<file path="config.mk">
export PLATFORM = sky130hd
export DESIGN_NAME = lsu_rmw_flat
export DESIGN_NICKNAME = d
export VERILOG_FILES = /design/src/rtl/lsu_rmw_if.sv /design/src/rtl/lsu_rmw.sv /design/src/flat_wrapper.sv
export SDC_FILE = /design/constraint.sdc
export NUM_CORES = 1
export LEC_CHECK = 0
export ABC_CLOCK_PERIOD_IN_PS = 3900
export BUFFER_PORTS_ARGS = -buffer_cell sky130_fd_sc_hd__buf_2
export CORE_AREA = 2 2 160 162
export DETAILED_ROUTE_END_ITERATION = 7
export DIE_AREA = 0 0 162 164
export SYNTH_ARGS = -nofsm -noshare
export SYNTH_HDL_FRONTEND = slang
export SYNTH_SLANG_ARGS = --single-unit
</file>
<file path="constraint.sdc">
create_clock -name clk_i -period 3.9 [get_ports clk_i]
set_input_delay 0.195 -clock clk_i [delete_from_list [all_inputs] [get_ports clk_i]]
set_output_delay 0.195 -clock clk_i [all_outputs]
set_load 0.05 [all_outputs]
</file>
<file path="src/rtl/lsu_rmw_if.sv">
// lsu_rmw bus bundle: MEM-stage request side and data memory side.
// slave is the LSU; master is the pipeline/memory environment.
interface lsu_rmw_if;
  logic        req_read_i;
  logic        req_write_i;
  logic [2:0]  funct3_i;
  logic [63:0] addr_i;
  logic [63:0] wdata_i;
  logic [63:0] rdata_o;
  logic        stall_o;
  logic        fault_o;
  logic [63:0] mem_addr_o;
  logic [63:0] mem_wdata_o;
  logic        mem_read_o;
  logic        mem_write_o;
  logic [63:0] mem_rdata_i;
  logic [15:0] rmw_cnt_o;

  modport slave (
    input  req_read_i,
    input  req_write_i,
    input  funct3_i,
    input  addr_i,
    input  wdata_i,
    input  mem_rdata_i,
    output rdata_o,
    output stall_o,
    output fault_o,
    output mem_addr_o,
    output mem_wdata_o,
    output mem_read_o,
    output mem_write_o,
    output rmw_cnt_o
  );

  modport master (
    output req_read_i,
    output req_write_i,
    output funct3_i,
    output addr_i,
    output wdata_i,
    output mem_rdata_i,
    input  rdata_o,
    input  stall_o,
    input  fault_o,
    input  mem_addr_o,
    input  mem_wdata_o,
    input  mem_read_o,
    input  mem_write_o,
    input  rmw_cnt_o
  );
endinterface

</file>
<file path="src/rtl/lsu_rmw.sv">
// Load/store unit: load extension, native sd, and a two-cycle
// read-modify-write for sb/sh/sw against a doubleword-only memory.
module lsu_rmw #(
  parameter int unsigned MEM_BYTES = 256
) (
  input logic   clk_i,
  input logic   rst_i,
  lsu_rmw_if.slave bus
);
  typedef enum logic {
    IDLE,
    MERGE
  } state_t;

  localparam logic [63:0] ADDR_MAX = 64'(MEM_BYTES - 8);

  state_t      state_q;
  logic [63:0] merge_q;
  logic [15:0] cnt_q;

  logic        rd;
  logic        wr;
  logic [2:0]  f3;
  logic        idle;
  logic        addr_bad;
  logic        fault;
  logic        ld_ok;
  logic        st_ok;
  logic        sd_ok;
  logic        sub_ok;
  logic        merge_w;
  logic [63:0] ext;
  logic [63:0] merged;
  logic [63:0] md;

  assign rd       = bus.req_read_i;
  assign wr       = bus.req_write_i;
  assign f3       = bus.funct3_i;
  assign md       = bus.mem_rdata_i;
  assign idle     = (state_q == IDLE);
  assign addr_bad = (bus.addr_i > ADDR_MAX);

  // Everything is gated by rst_i so reset quiets the bus at once
  always_comb begin
    fault = rst_i && idle && (
              (rd && wr) ||
              ((rd || wr) && addr_bad) ||
              (rd && (f3 == 3'b111)) ||
              (wr && f3[2]));
    ld_ok   = rst_i && idle && !fault && rd;
    st_ok   = rst_i && idle && !fault && wr;
    sd_ok   = st_ok && (f3 == 3'b011);
    sub_ok  = st_ok && (f3 != 3'b011);
    merge_w = rst_i && (state_q == MERGE);
  end

  always_comb begin
    ext = '0;
    unique case (f3)
      3'b000:  ext = {{56{md[7]}}, md[7:0]};
      3'b001:  ext = {{48{md[15]}}, md[15:0]};
      3'b010:  ext = {{32{md[31]}}, md[31:0]};
      3'b011:  ext = md;
      3'b100:  ext = {56'd0, md[7:0]};
      3'b101:  ext = {48'd0, md[15:0]};
      3'b110:  ext = {32'd0, md[31:0]};
      default: ext = '0;
    endcase
  end

  always_comb begin
    merged = merge_q;
    unique case (1'b1)
      (f3[1:0] == 2'b00): merged[7:0]  = bus.wdata_i[7:0];
      (f3[1:0] == 2'b01): merged[15:0] = bus.wdata_i[15:0];
      (f3[1:0] == 2'b10): merged[31:0] = bus.wdata_i[31:0];
      default:            merged       = bus.wdata_i;
    endcase
  end

  assign bus.mem_addr_o  = bus.addr_i;
  assign bus.mem_wdata_o = merge_w ? merged : bus.wdata_i;
  assign bus.mem_read_o  = ld_ok || sub_ok;
  assign bus.mem_write_o = sd_ok || merge_w;
  assign bus.stall_o     = sub_ok;
  assign bus.fault_o     = fault;
  assign bus.rdata_o     = ld_ok ? ext : '0;
  assign bus.rmw_cnt_o   = cnt_q;

  always_ff @(posedge clk_i or negedge rst_i) begin
    if (!rst_i) begin
      state_q <= IDLE;
      merge_q <= '0;
      cnt_q   <= '0;
    end else begin
      unique case (state_q)
        IDLE: begin
          if (sub_ok) begin
            merge_q <= md;
            state_q <= MERGE;
          end
        end
        MERGE: begin
          state_q <= IDLE;
          if (cnt_q != 16'hFFFF) cnt_q <= cnt_q + 16'd1;
        end
        default: state_q <= IDLE;
      endcase
    end
  end
endmodule

</file>
<file path="src/flat_wrapper.sv">
// flat-port wrapper written by rule: the top's interface ports become plain ports
module lsu_rmw_flat 
#(
  parameter int unsigned MEM_BYTES = 256
)
  (clk_i, rst_i, bus_req_read_i, bus_req_write_i, bus_funct3_i, bus_addr_i, bus_wdata_i, bus_mem_rdata_i, bus_rdata_o, bus_stall_o, bus_fault_o, bus_mem_addr_o, bus_mem_wdata_o, bus_mem_read_o, bus_mem_write_o, bus_rmw_cnt_o);
  lsu_rmw_if bus_i ();
  input logic clk_i;
  input logic rst_i;
  input wire logic [$bits(bus_i.req_read_i)-1:0] bus_req_read_i;
  input wire logic [$bits(bus_i.req_write_i)-1:0] bus_req_write_i;
  input wire logic [$bits(bus_i.funct3_i)-1:0] bus_funct3_i;
  input wire logic [$bits(bus_i.addr_i)-1:0] bus_addr_i;
  input wire logic [$bits(bus_i.wdata_i)-1:0] bus_wdata_i;
  input wire logic [$bits(bus_i.mem_rdata_i)-1:0] bus_mem_rdata_i;
  output wire logic [$bits(bus_i.rdata_o)-1:0] bus_rdata_o;
  output wire logic [$bits(bus_i.stall_o)-1:0] bus_stall_o;
  output wire logic [$bits(bus_i.fault_o)-1:0] bus_fault_o;
  output wire logic [$bits(bus_i.mem_addr_o)-1:0] bus_mem_addr_o;
  output wire logic [$bits(bus_i.mem_wdata_o)-1:0] bus_mem_wdata_o;
  output wire logic [$bits(bus_i.mem_read_o)-1:0] bus_mem_read_o;
  output wire logic [$bits(bus_i.mem_write_o)-1:0] bus_mem_write_o;
  output wire logic [$bits(bus_i.rmw_cnt_o)-1:0] bus_rmw_cnt_o;
  assign bus_i.req_read_i = bus_req_read_i;
  assign bus_i.req_write_i = bus_req_write_i;
  assign bus_i.funct3_i = bus_funct3_i;
  assign bus_i.addr_i = bus_addr_i;
  assign bus_i.wdata_i = bus_wdata_i;
  assign bus_i.mem_rdata_i = bus_mem_rdata_i;
  assign bus_rdata_o = bus_i.rdata_o;
  assign bus_stall_o = bus_i.stall_o;
  assign bus_fault_o = bus_i.fault_o;
  assign bus_mem_addr_o = bus_i.mem_addr_o;
  assign bus_mem_wdata_o = bus_i.mem_wdata_o;
  assign bus_mem_read_o = bus_i.mem_read_o;
  assign bus_mem_write_o = bus_i.mem_write_o;
  assign bus_rmw_cnt_o = bus_i.rmw_cnt_o;
  lsu_rmw #(.MEM_BYTES(MEM_BYTES)) u_core (.clk_i(clk_i), .rst_i(rst_i), .bus(bus_i));
endmodule
</file>
After elaboration in Yosys (flattened, before gate mapping)
Cells that the tools add are included. Widths: inputs -> output; s select.

Add/sub/neg operators: 1. Bitwise operators: 1. Order comparisons: 1. Equal/unequal tests: 11. Reductions and logical operators: 25. Multiplexer cells: 8.

Operators by type and width (count): $pmux 64 s7 (1); $mux 64 (2); $gt 64x8->1 const B (1); $mux 32 (1); $add 16x1->16 const B (1); $mux 16 (1); $ne 16x16->1 const B (1); $eq 3x3->1 const B (4); $logic_and 1x1->1 (12); $mux 8 (1); $eq 3x2->1 const B (2); $logic_or 1x1->1 (6); $reduce_and 2->1 (2); $eq 3x1->1 const B (1); $logic_not 3->1 (1); $ne 3x2->1 const B (1); $reduce_or 3->1 (1); $eq 2x1->1 const B (1); $eq 2x2->1 const B (1); $logic_not 2->1 (1); $pmux 1 s2 (1); $reduce_or 2->1 (1); $logic_not 1->1 (1); $mux 1 (1); $not 1->1 (1).

Input bits: 199. Register bits after elaboration: 81.

Depth between registers and ports, before layout
Gate-level depths: netlist of the first run.

Word-level depth: 12. Gate-level depth with buffers: 8. Gate-level depth less buffers: 5.

Worst setup path after synthesis of the first run
No wires, ideal clock.

Path type: input-to-output. From: input port bus_addr_i[14]. To: output port bus_mem_write_o. Buffers on the path: 0. Stages on the path: 5. Data arrival time: 2.755 ns. Slack: 0.950 ns. Path through: nor4_1 nand4_1 nor4_4 nand2_1 o41ai_1.

Word-level cells in the longest chain between the ends: 11.

Ends and longest elaborated chain: from (decl) (RTL line flat_wrapper.sv:13) `input wire logic [$bits(bus_i.addr_i)-1:0] bus_addr_i;`; $gt 64x8->1 (RTL line lsu_rmw.sv:41) `assign addr_bad = (bus.addr_i > ADDR_MAX);`; $logic_and 1x1->1 (RTL line lsu_rmw.sv:47) `((rd || wr) && addr_bad) ||`; $logic_or 1x1->1 (RTL line lsu_rmw.sv:46) `(rd && wr) ||`; $logic_or 1x1->1 (RTL line lsu_rmw.sv:47); $logic_or 1x1->1 (RTL line lsu_rmw.sv:48) `(rd && (f3 == 3'b111)) ||`; $logic_and 1x1->1 (RTL line lsu_rmw.sv:45) `fault = rst_i && idle && (`; $logic_not 1->1 (RTL line lsu_rmw.sv:51) `st_ok = rst_i && idle && !fault && wr;`; $logic_and 1x1->1 (2 in a row) (RTL line lsu_rmw.sv:51); $logic_and 1x1->1 (RTL line lsu_rmw.sv:52) `sd_ok = st_ok && (f3 == 3'b011);`; $logic_or 1x1->1 (RTL line lsu_rmw.sv:84) `assign bus.mem_write_o = sd_ok || merge_w;`; to (decl) (RTL line flat_wrapper.sv:22) `output wire logic [$bits(bus_i.mem_write_o)-1:0] bus_mem_write_o;`.

No other way between the ends.

Worst setup path after layout of the first run
From: input port rst_i. To: output port bus_mem_wdata_o[14].

Word-level cells in the longest chain between the ends: 2.

Ends and longest elaborated chain: from (decl) (RTL line flat_wrapper.sv:9) `input logic rst_i;`; $logic_and 1x1->1 (RTL line lsu_rmw.sv:54) `merge_w = rst_i && (state_q == MERGE);`; $mux 64 (RTL line lsu_rmw.sv:82) `assign bus.mem_wdata_o = merge_w ? merged : bus.wdata_i;`; to (decl) (RTL line flat_wrapper.sv:20) `output wire logic [$bits(bus_i.mem_wdata_o)-1:0] bus_mem_wdata_o;`.

No other way between the ends.

==> results of run 1 <==
[power breakdown]
group / internal, W / total [W] / switching (W)
combinational: 0.000151 / 0.000528 / 0.000377
clock: 0.000560 / 0.000895 / 0.000335
sequential: 0.000757 / 0.000757 / 0.0000000000000000000694
total: 0.00147 / 0.00218 / 0.000712
[timing repair]
action / CTS / global route
endpoints found under the setup margin: 0 / 0
resized for setup: 0 / 0
hold endpoints to repair: 14 / 0
hold buffers: 1 / 0
[cell usage after synthesis]
| cell | instances |
|---|---|
| nand3b_1 | 1 |
| xnor2_1 | 7 |
| inv_1 | 1 |
| nand4_1 | 9 |
| nor2b_1 | 1 |
| o21ai_0 | 4 |
| nor3_1 | 4 |
| dfrtp_1 | 73 |
| or4b_2 | 1 |
| or3_1 | 1 |
| mux2_4 | 40 |
| nand2_1 | 75 |
| ha_1 | 1 |
| o21a_1 | 1 |
| buf_4 | 73 |
| nor4_1 | 14 |
| clkbuf_1 | 24 |
| nor4_4 | 1 |
| nand2b_1 | 1 |
| nand3_1 | 10 |
| o41ai_1 | 1 |
| a41oi_1 | 1 |
| xor2_1 | 1 |
| or2_2 | 1 |
| a31oi_1 | 3 |
| a21oi_1 | 65 |
| and3_1 | 4 |
| a21boi_1 | 1 |
| nor2_1 | 19 |
| mux2i_1 | 3 |
| and4_1 | 5 |
| buf_1 | 2 |
| and2_1 | 2 |
| buf_6 | 4 |
| mux2_2 | 74 |
[worst max path at each step]
| stage | startpoint | endpoint | depth (start not counted) |
|---|---|---|---|
| floorplan | bus_addr_i[14] | bus_mem_write_o | 5 |
| global placement | bus_addr_i[63] | bus_rdata_o[63] | 8 |
| detailed placement | rst_i | bus_mem_wdata_o[13] | 6 |
| CTS | rst_i | bus_mem_wdata_o[13] | 7 |
| global route | rst_i | bus_mem_wdata_o[8] | 7 |
| finish | rst_i | bus_mem_wdata_o[14] | 7 |
[state kept, by name (all words and copies together) (netlist names)]
signal / flops
u_core.bus.rmw_cnt_o: 16
u_core.state_q: 1
u_core.merge_q: 56
[per-stage QoR]
stage               setup slack [ns]  instances  instance area (sq um)  hold WS (ns)  power, W
CTS                            0.524       1176                   7290        0.0821   0.00221
floorplan                      0.950        528                   5180        -0.101   0.00116
detailed placement              1.08       1159                   6960        0.0759   0.00130
finish                         0.534       1178                   7290         0.103   0.00218
global placement                1.08       1159                   6960        0.0732   0.00130
global route                   0.412       1176                   7290        0.0807   0.00228
[worst register-to-register path: stages, from the launching register on]
cell	delay, ns
dfrtp_1	0.46
nor2b_1	0.36
nand4_1	0.17
buf_4	0.33
mux2_4	0.42
[kinds of logic (layout without fill, tap and decap cells)]
logic type	count (synthesis)	count (layout)	synth area share, %
AOI/OAI and AO/OA	76	76	7.66
xor gates and xnor gates	8	8	1.35
adders and majority gates	1	1	0.242
buffers and inverters	104	422	13.4
DFF	73	73	35.3
muxes	117	117	28.3
other	0	2	0
and+or+nand+nor	149	149	13.8
[layout make-up]
type	instances	area [sq um]
clock inverter	7	95.1
antenna	2	5.00
fill	2656	17500
timing repair buffer	405	2060
multi-input combinational	351	2660
sequential	73	1830
clock buffer	9	225
inverter	1	3.75
tap	330	413
[routing by layer]
| layer | track usage, % | up-vias | wire length, microns |
|---|---|---|---|
| met4 | 5.87 | 0 | 572 |
| met1 | 14.5 | 2355 | 7160 |
| met5 | 0 | - | 0 |
| met2 | 25.0 | 269 | 9900 |
| met3 | 2.85 | 29 | 1340 |
| li1 | - | 2420 | - |
==> results.yml, run 1 <==
cells_and_area:
  layout.nets: 1041
  layout_commonest_cell: "buf_2"
  final_cell_mix: "buf_2, nand2_1, mux2_2"
  finish.utilization_pct: 29.4
  area_growth_pct: 40.9
  drive_above_1_share_pct: 63.6
global_route:
  antenna_found_initial: 1
  grt_start_max_net_pins: 60
  gr-usage-all-layers_pct: 13.4
  overflow: 0
  grt_pass1_wl_microns: 27000
  grt_pass1_vias: 4728
critical_path:
  worstPathCellList: "dlygate4sd3_1 -> buf_4 -> nand2_1 -> or2_2 -> nor2_1 -> mux2_2 -> buf_2"
  slowest_delay_ns: 0.90
  r2r_cells: 4
  cp_num_buf_inv: 3
  cp_max_fo: 18
  reg2reg_slack_ns: 2.02
  setup.worst_path.end_class: "primary output"
  reg2reg_to: "u_core.merge_q[44]"
  cp_slowest_cell: "nor2_1"
  worstReg2RegStart: "u_core.state_q"
  required_ns: 3.70
  arrival_ns: 3.17
  cp-start-kind: "primary input"
  path_class: "primary input to primary output"
  cp_top_family: "simple AND/OR/NAND/NOR gates"
min_path:
  whs_path_depth: 2
  min_to: "u_core.merge_q[40]"
  min-delay-start: "bus_mem_rdata_i[40]"
  hp-class: "primary input to flop"
clock_network:
  insertion_delay_ns: 0.33
  clockBufferDepth: 2
  cts_sinks: 73
  cts_htree_levels: 3
  cts.clk_slew.worst_paths_ns: 0.06
  cts_made_buffers: 9
  root_buffer: "clkbuf_16"
  post-cts-setup-buffers: 0
  cts_tree: "done"
timing:
  final_max_slew_viol_count: 0
  fin_crit_sh_pct: 86.3
  slew_headroom_pct: 26.0
  setup_viol: 0
  finalHoldViolations: 0
  period_needed_ns: 3.37
  rsz0062_at_grt: "false"
  worst_slew_pin_slew_ns: 1.11
  setup_tns_ns: 0
  skew_ns: 0.00651
  fmax_mhz: 297
yosys:
  postSynthAreaPerCell_sq_um: 9.80
  synth.largest_area_cell: "dfrtp_1"
  yosysUniqueCellTypes: 35
  yosys_warnings: 0
  synthesis.area_sq_um: 5180
  syn_inst: 528
  yosys-top-cells-area: "dfrtp_1, mux2_2, mux2_4, buf_4, a21oi_1"
  synth_seq_cells: 73
  synth_top_area_share_pct: 35.3
  syn_nets: 728
  synth_seq_area_share_pct: 35.3
flow_run:
  max-cap-violations: 0
outcome:
  status: "finished, final reports clean"
detailed_routing:
  drt-vias-per-instance: 4.31
  postRouteAntennaNets: 0
  wirelength_microns: 19000
  route.detailed.drc: 0
  drt_first_iter_violations: 238
  wl_per_cell_microns: 16.1
  via_count: 5073
  firstDrtPassIters: 4
floorplan:
  initial_core_util_pct: 20.9
  ios: 411
  fp.dieH_microns: 164
  dieArea_sq_um: 26600
  row_count: 58
  core_sq_um: 24800
  die_x_microns: 162
place:
  dp_hpwl_microns: 15200
  numPortBuffers: 394
  gp_congestion: 0.989
power_and_ir_drop:
  peakVddDrop_uv: 152
  power_density_nw_per_um2: 299
  power.leakage_nw: 3.97
Power figures use the tool's default switching activity.
==> run 2: changes to the inputs <==
--- a/config.mk
+++ b/config.mk
@@ -5,11 +5,13 @@
 export SDC_FILE = /design/constraint.sdc
 export NUM_CORES = 1
 export LEC_CHECK = 0
-export ABC_CLOCK_PERIOD_IN_PS = 3900
+export ABC_CLOCK_PERIOD_IN_PS = 3200
 export BUFFER_PORTS_ARGS = -buffer_cell sky130_fd_sc_hd__buf_2
 export CORE_AREA = 2 2 160 162
 export DETAILED_ROUTE_END_ITERATION = 7
 export DIE_AREA = 0 0 162 164
+export GPL_ROUTABILITY_DRIVEN = 0
+export SLEW_MARGIN = 30
 export SYNTH_ARGS = -nofsm -noshare
 export SYNTH_HDL_FRONTEND = slang
 export SYNTH_SLANG_ARGS = --single-unit
==> constraint.sdc (replaced) <==
create_clock -name clk_i -period 3.2 [get_ports clk_i]
set_input_delay 0.16 -clock clk_i [delete_from_list [all_inputs] [get_ports clk_i]]
set_output_delay 0.16 -clock clk_i [all_outputs]
set_load 0.05 [all_outputs]
==> run 2 against run 1 <==
Compared with the run above:
- clock-buffer cell count up 1
- register-to-register slack worse by 0.67 ns
- flip-flop and latch count unchanged
- largest power group unchanged
- highest routed layer is now met5
==> results.yml, run 2 (synthesis results as in run 1) <==
power_and_ir_drop:
  power.leakage_nw: 4.00
  p_total_w: 0.00267
  peakVddDrop_uv: 264
  power_density_nw_per_um2: 364
timing:
  rsz0062_at_grt: "false"
  setup_tns_ns: 0
  skew_ns: 0.00715
  fmax_mhz: 366
  finalHoldViolations: 0
  final_max_slew_viol_count: 0
  worst_slew_pin_slew_ns: 0.834
  period_needed_ns: 2.73
  fin_crit_sh_pct: 85.3
  setup_viol: 0
  slew_headroom_pct: 44.4
floorplan:
  ios: 411
  initial_core_util_pct: 20.9
  core_sq_um: 24800
  row_count: 58
  dieArea_sq_um: 26600
  fp.dieH_microns: 164
  die_x_microns: 162
clock_network:
  cts.clk_slew.worst_paths_ns: 0.06
  clockBufferDepth: 2
  root_buffer: "clkbuf_16"
  post-cts-setup-buffers: 0
  cts_tree: "done"
  cts_sinks: 73
  cts_htree_levels: 3
  cts_made_buffers: 9
  insertion_delay_ns: 0.33
detailed_routing:
  postRouteAntennaNets: 0
  firstDrtPassIters: 4
  via_count: 5122
  drt-vias-per-instance: 4.34
  route.detailed.drc: 0
  drt_first_iter_violations: 221
  wirelength_microns: 19000
  wl_per_cell_microns: 16.1
critical_path:
  slowest_delay_ns: 0.53
  required_ns: 3.04
  r2r_cells: 4
  crit_end: "bus_mem_wdata_o[13]"
  path_class: "primary input to primary output"
  cp_top_family: "buffers and inverters"
  cp_num_buf_inv: 4
  worst_path_most_repeated_cell: "buf_4"
  cp_max_fo: 17
  setup.worst_path.end_class: "primary output"
  cp-start-kind: "primary input"
  worstPathCellList: "dlygate4sd3_1 -> buf_4 -> nand2_1 -> or2_2 -> nor2_1 -> buf_4 -> mux2_2 -> buf_2"
  crit_cells: 8
  arrival_ns: 2.57
  reg2reg_to: "u_core.merge_q[60]"
  worstReg2RegStart: "u_core.state_q"
  reg2reg_slack_ns: 1.35
  critPathLaunch: "rst_i"
  cp_slowest_cell: "dlygate4sd3_1"
cells_and_area:
  area_growth_pct: 41.6
  multi_input_area_sq_um: 2670
  area.sequential_sq_um: 1830
  largest_reg_flops: 56
  final_cell_mix: "buf_2, nand2_1, mux2_2"
  fillers: 2647
  layout_commonest_cell: "buf_2"
  regMostFlops: "u_core.merge_q"
  drive_above_1_share_pct: 63.8
  layout.nets: 1045
flow_run:
  max-cap-violations: 0
global_route:
  grt_pass1_wl_microns: 26700
  met2_usage_pct: 25.0
  grt_pass1_vias: 4808
  gr-max-usage-layer: "met2"
  use_met3_pct: 2.58
  gr-usage-all-layers_pct: 13.3
  overflow: 0
  antenna_found_initial: 2
  met1_usage_pct: 14.5
  grt_start_max_net_pins: 61
outcome:
  status: "finished, final reports clean"
min_path:
  hp-class: "primary input to flop"
  min-delay-start: "bus_mem_rdata_i[11]"
place:
  dp_hpwl_microns: 15200
  numPortBuffers: 394
-- run 2: what timing repair did --
action	CTS	global route
hold endpoints to repair	13	0
gates resized for setup	0	0
hold buffers	1	0
-- run 2: worst min-delay path by stage --
stage                                   end  slack, ns  depth (start not counted)
detailed placement       u_core.merge_q[12]       0.04                          1
CTS                      u_core.merge_q[11]       0.05                          2
floorplan           u_core.bus.rmw_cnt_o[0]      -0.14                          0
global route             u_core.merge_q[11]       0.05                          2
finish                   u_core.merge_q[11]       0.06                          2
global placement    u_core.bus.rmw_cnt_o[9]       0.04                          1
-- run 2: worst register-to-register path, cell delays in order (launching register included) --
cell	delay [ns]
dfrtp_1	0.46
nor2b_1	0.36
nand4_1	0.18
buf_4	0.35
mux2_4	0.38
-- run 2: metrics by stage --
stage / utilization (%) / setup slack [ns] / std cells / hold WS [ns] / cell area [sq um]
floorplan: - / 0.320 / 528 / -0.136 / 5180
finish: 29.5 / 0.471 / 1180 / 0.0648 / 7330
CTS: 29.5 / 0.423 / 1179 / 0.0465 / 7330
global placement: 28.2 / 0.496 / 1163 / 0.0382 / 7000
global route: 29.5 / 0.285 / 1179 / 0.0505 / 7330
detailed placement: 28.2 / 0.450 / 1163 / 0.0435 / 7000
-- run 2: cell type report --
type / count / area share (%)
Sequential cell: 73 / 24.9
Inverter: 1 / 0.0512
Antenna cell: 1 / 0.0341
Clock buffer: 10 / 3.26
Multi-Input combinational cell: 351 / 36.3
Clock inverter: 5 / 1.09
Tap cell: 330 / 5.63
Timing Repair Buffer: 409 / 28.7
-- run 2: power breakdown --
group	switching, W	internal, W	total, W	leakage (nW)
Sequential	0.0000000000000000000831	0.000923	0.000923	1.02
Combinational	0.000463	0.000185	0.000648	2.82
Clock	0.000401	0.000698	0.00110	0.151
Total	0.000863	0.00181	0.00267	4.00
-- run 2: per-layer routing --
metal	vias to the layer above	share of wire (%)	wire, microns
met5	-	0.068	13
met4	2	2.7	510
met3	25	7.3	1390
met2	263	52	9900
met1	2399	38	7230
li1	2433	-	-
==> run 3: changes to the inputs <==
--- a/config.mk
+++ b/config.mk
@@ -5,7 +5,7 @@
 export SDC_FILE = /design/constraint.sdc
 export NUM_CORES = 1
 export LEC_CHECK = 0
-export ABC_CLOCK_PERIOD_IN_PS = 3200
+export ABC_CLOCK_PERIOD_IN_PS = 2500
 export BUFFER_PORTS_ARGS = -buffer_cell sky130_fd_sc_hd__buf_2
 export CORE_AREA = 2 2 160 162
 export DETAILED_ROUTE_END_ITERATION = 7
==> constraint.sdc (replaced) <==
create_clock -name clk_i -period 2.5 [get_ports clk_i]
set_input_delay 0.125 -clock clk_i [delete_from_list [all_inputs] [get_ports clk_i]]
set_output_delay 0.125 -clock clk_i [all_outputs]
set_load 0.05 [all_outputs]
==> run 3 against run 2 <==
Compared with the run above:
- die area unchanged
- core utilization grew 0.48 points
- first-iteration DRC count fell by 12%
- sequential share of layout area shrank 0.40 points
- clock power up 18%
- setup slack worse by 0.33 ns
- highest routed layer is now met4
- combinational power rose by 29%
- power is 24% higher
- design area grew 1.6%
- clock skew up 0.0037 ns
- critical path depth rose by 1
- register-to-register slack worse by 0.71 ns
==> results.yml, run 3 (synthesis results as in run 1) <==
cells_and_area:
  layout.nets: 1053
  antenna_cells: 0
  fillers: 2639
  largest_reg_flops: 56
  final_cell_mix: "buf_2, nand2_1, mux2_2"
  drive_above_1_share_pct: 64.2
  layout_commonest_cell: "buf_2"
  regMostFlops: "u_core.merge_q"
  area_growth_pct: 43.9
detailed_routing:
  firstDrtPassIters: 4
  wirelength_microns: 19700
  wl_per_cell_microns: 16.6
  via_count: 5097
  drt-vias-per-instance: 4.29
  route.detailed.drc: 0
  postRouteAntennaNets: 0
  drt_first_iter_violations: 195
timing:
  period_needed_ns: 2.36
  worst_slew_pin_slew_ns: 0.645
  final_max_slew_viol_count: 0
  fmax_mhz: 424
  finalWorstSetupSlack_ns: 0.143
  fin_crit_sh_pct: 94.3
  setup_tns_ns: 0
  rsz0062_at_grt: "false"
  finalHoldViolations: 0
  skew_ns: 0.0108
  setup_viol: 0
  slew_headroom_pct: 57.0
place:
  numPortBuffers: 394
  dp_hpwl_microns: 16000
  post-place-ws_ns: 0.105
power_and_ir_drop:
  seqPwrFrac_pct: 35.6
  p_clk_share_pct: 39.2
  power_density_nw_per_um2: 445
  p_comb_share_pct: 25.2
  switching_share_pct: 33.7
  p_int_w: 0.00220
  p_switching_w: 0.00112
  peakVddDrop_uv: 325
  power.leakage_nw: 4.04
critical_path:
  reg2reg_slack_ns: 0.64
  cp-start-kind: "primary input"
  setup.worst_path.end_class: "primary output"
  required_ns: 2.38
  arrival_ns: 2.23
  cp_max_fo: 40
  path_class: "primary input to primary output"
clock_network:
  insertion_delay_ns: 0.34
  clockBufferDepth: 2
  cts_tree: "done"
  cts.clk_slew.worst_paths_ns: 0.06
  cts_sinks: 73
  cts_htree_levels: 3
  root_buffer: "clkbuf_16"
  cts_made_buffers: 9
floorplan:
  fp.dieH_microns: 164
  initial_core_util_pct: 20.9
  ios: 411
  core_sq_um: 24800
  die_x_microns: 162
  row_count: 58
  dieArea_sq_um: 26600
global_route:
  grt_pass1_wl_microns: 27900
  grt_pass1_vias: 4909
  gr-usage-all-layers_pct: 13.9
  overflow: 0
  antenna_found_initial: 0
  grt_start_max_net_pins: 50
min_path:
  hp-class: "primary input to flop"
outcome:
  status: "finished, final reports clean"
flow_run:
  max-cap-violations: 0
-- run 3: changes by cell type in the layout (fill, tap and decap cells not counted), sizes merged --
cell	previous run	this run
clkinv	1	2
inv	1	2
diode	1	0
bufinv	2	1
buf	408	416
-- run 3: final timing paths --
check                                     from  depth (start not counted)                  to
setup / recovery                bus_addr_i[14]                          9     bus_rdata_o[34]
hold / removal             bus_mem_rdata_i[42]                          2  u_core.merge_q[42]
setup reg to reg                u_core.state_q                          4  u_core.merge_q[37]
hold reg to reg             u_core.merge_q[19]                          1  u_core.merge_q[19]
max in group asynchronous                rst_i                          4  u_core.merge_q[28]
min in group asynchronous                rst_i                          2      u_core.state_q
-- run 3: layout make-up --
type / count / area (sq um) / area share, %
multi-input combinational: 351 / 2680 / 35.9
timing repair buffer: 417 / 2230 / 30.0
sequential: 73 / 1830 / 24.5
tap: 330 / 413 / 5.54
clock buffer: 10 / 229 / 3.07
clock inverter: 6 / 67.6 / 0.907
inverter: 1 / 3.75 / 0.0504
-- run 3: critical path, cell delays in order --
cell	delay, ns
buf_2	0.11
nor4_1	0.39
nand4_1	0.25
nor4_4	0.29
buf_4	0.19
nand4_1	0.15
buf_12	0.23
a21oi_1	0.18
buf_2	0.29
-- run 3: power groups by stage --
stage	combinational (W)	clock, W	sequential, W
floorplan	0.000604	0	0.00120
global placement	0.000839	0	0.00120
detailed placement	0.000840	0	0.00120
CTS	0.000844	0.00135	0.00118
global route	0.000885	0.00139	0.00118
finish	0.000836	0.00130	0.00118
-- run 3: per-layer routing --
| layer | track usage (%) | wire [microns] | part of all wire (%) |
|---|---|---|---|
| met5 | 0 | 0 | 0 |
| met1 | 15.4 | 7710 | 39 |
| met3 | 2.50 | 1200 | 6.1 |
| met2 | 26.0 | 10300 | 52 |
| met4 | 5.67 | 522 | 2.6 |
-- run 3: through the flow --
stage	instances	instance area, sq um	power [W]	util (%)	hold slack [ns]
5_1_grt	1188	7450	0.00346	30.0	0.0143
6_report	1188	7450	0.00332	30.0	0.0325
4_1_cts	1188	7440	0.00338	30.0	0.0125
3_5_place_dp	1171	7140	0.00204	28.8	-0.0622
3_3_place_gp	1171	7140	0.00204	28.8	-0.0602
2_1_floorplan	528	5180	0.00181	-	-0.171
-- run 3: timing repair --
action,CTS,global route
hold buffers,1,0
gates resized for setup,0,1
setup buffers,0,0
endpoints found under the hold margin,24,0
setup endpoints to repair,0,2
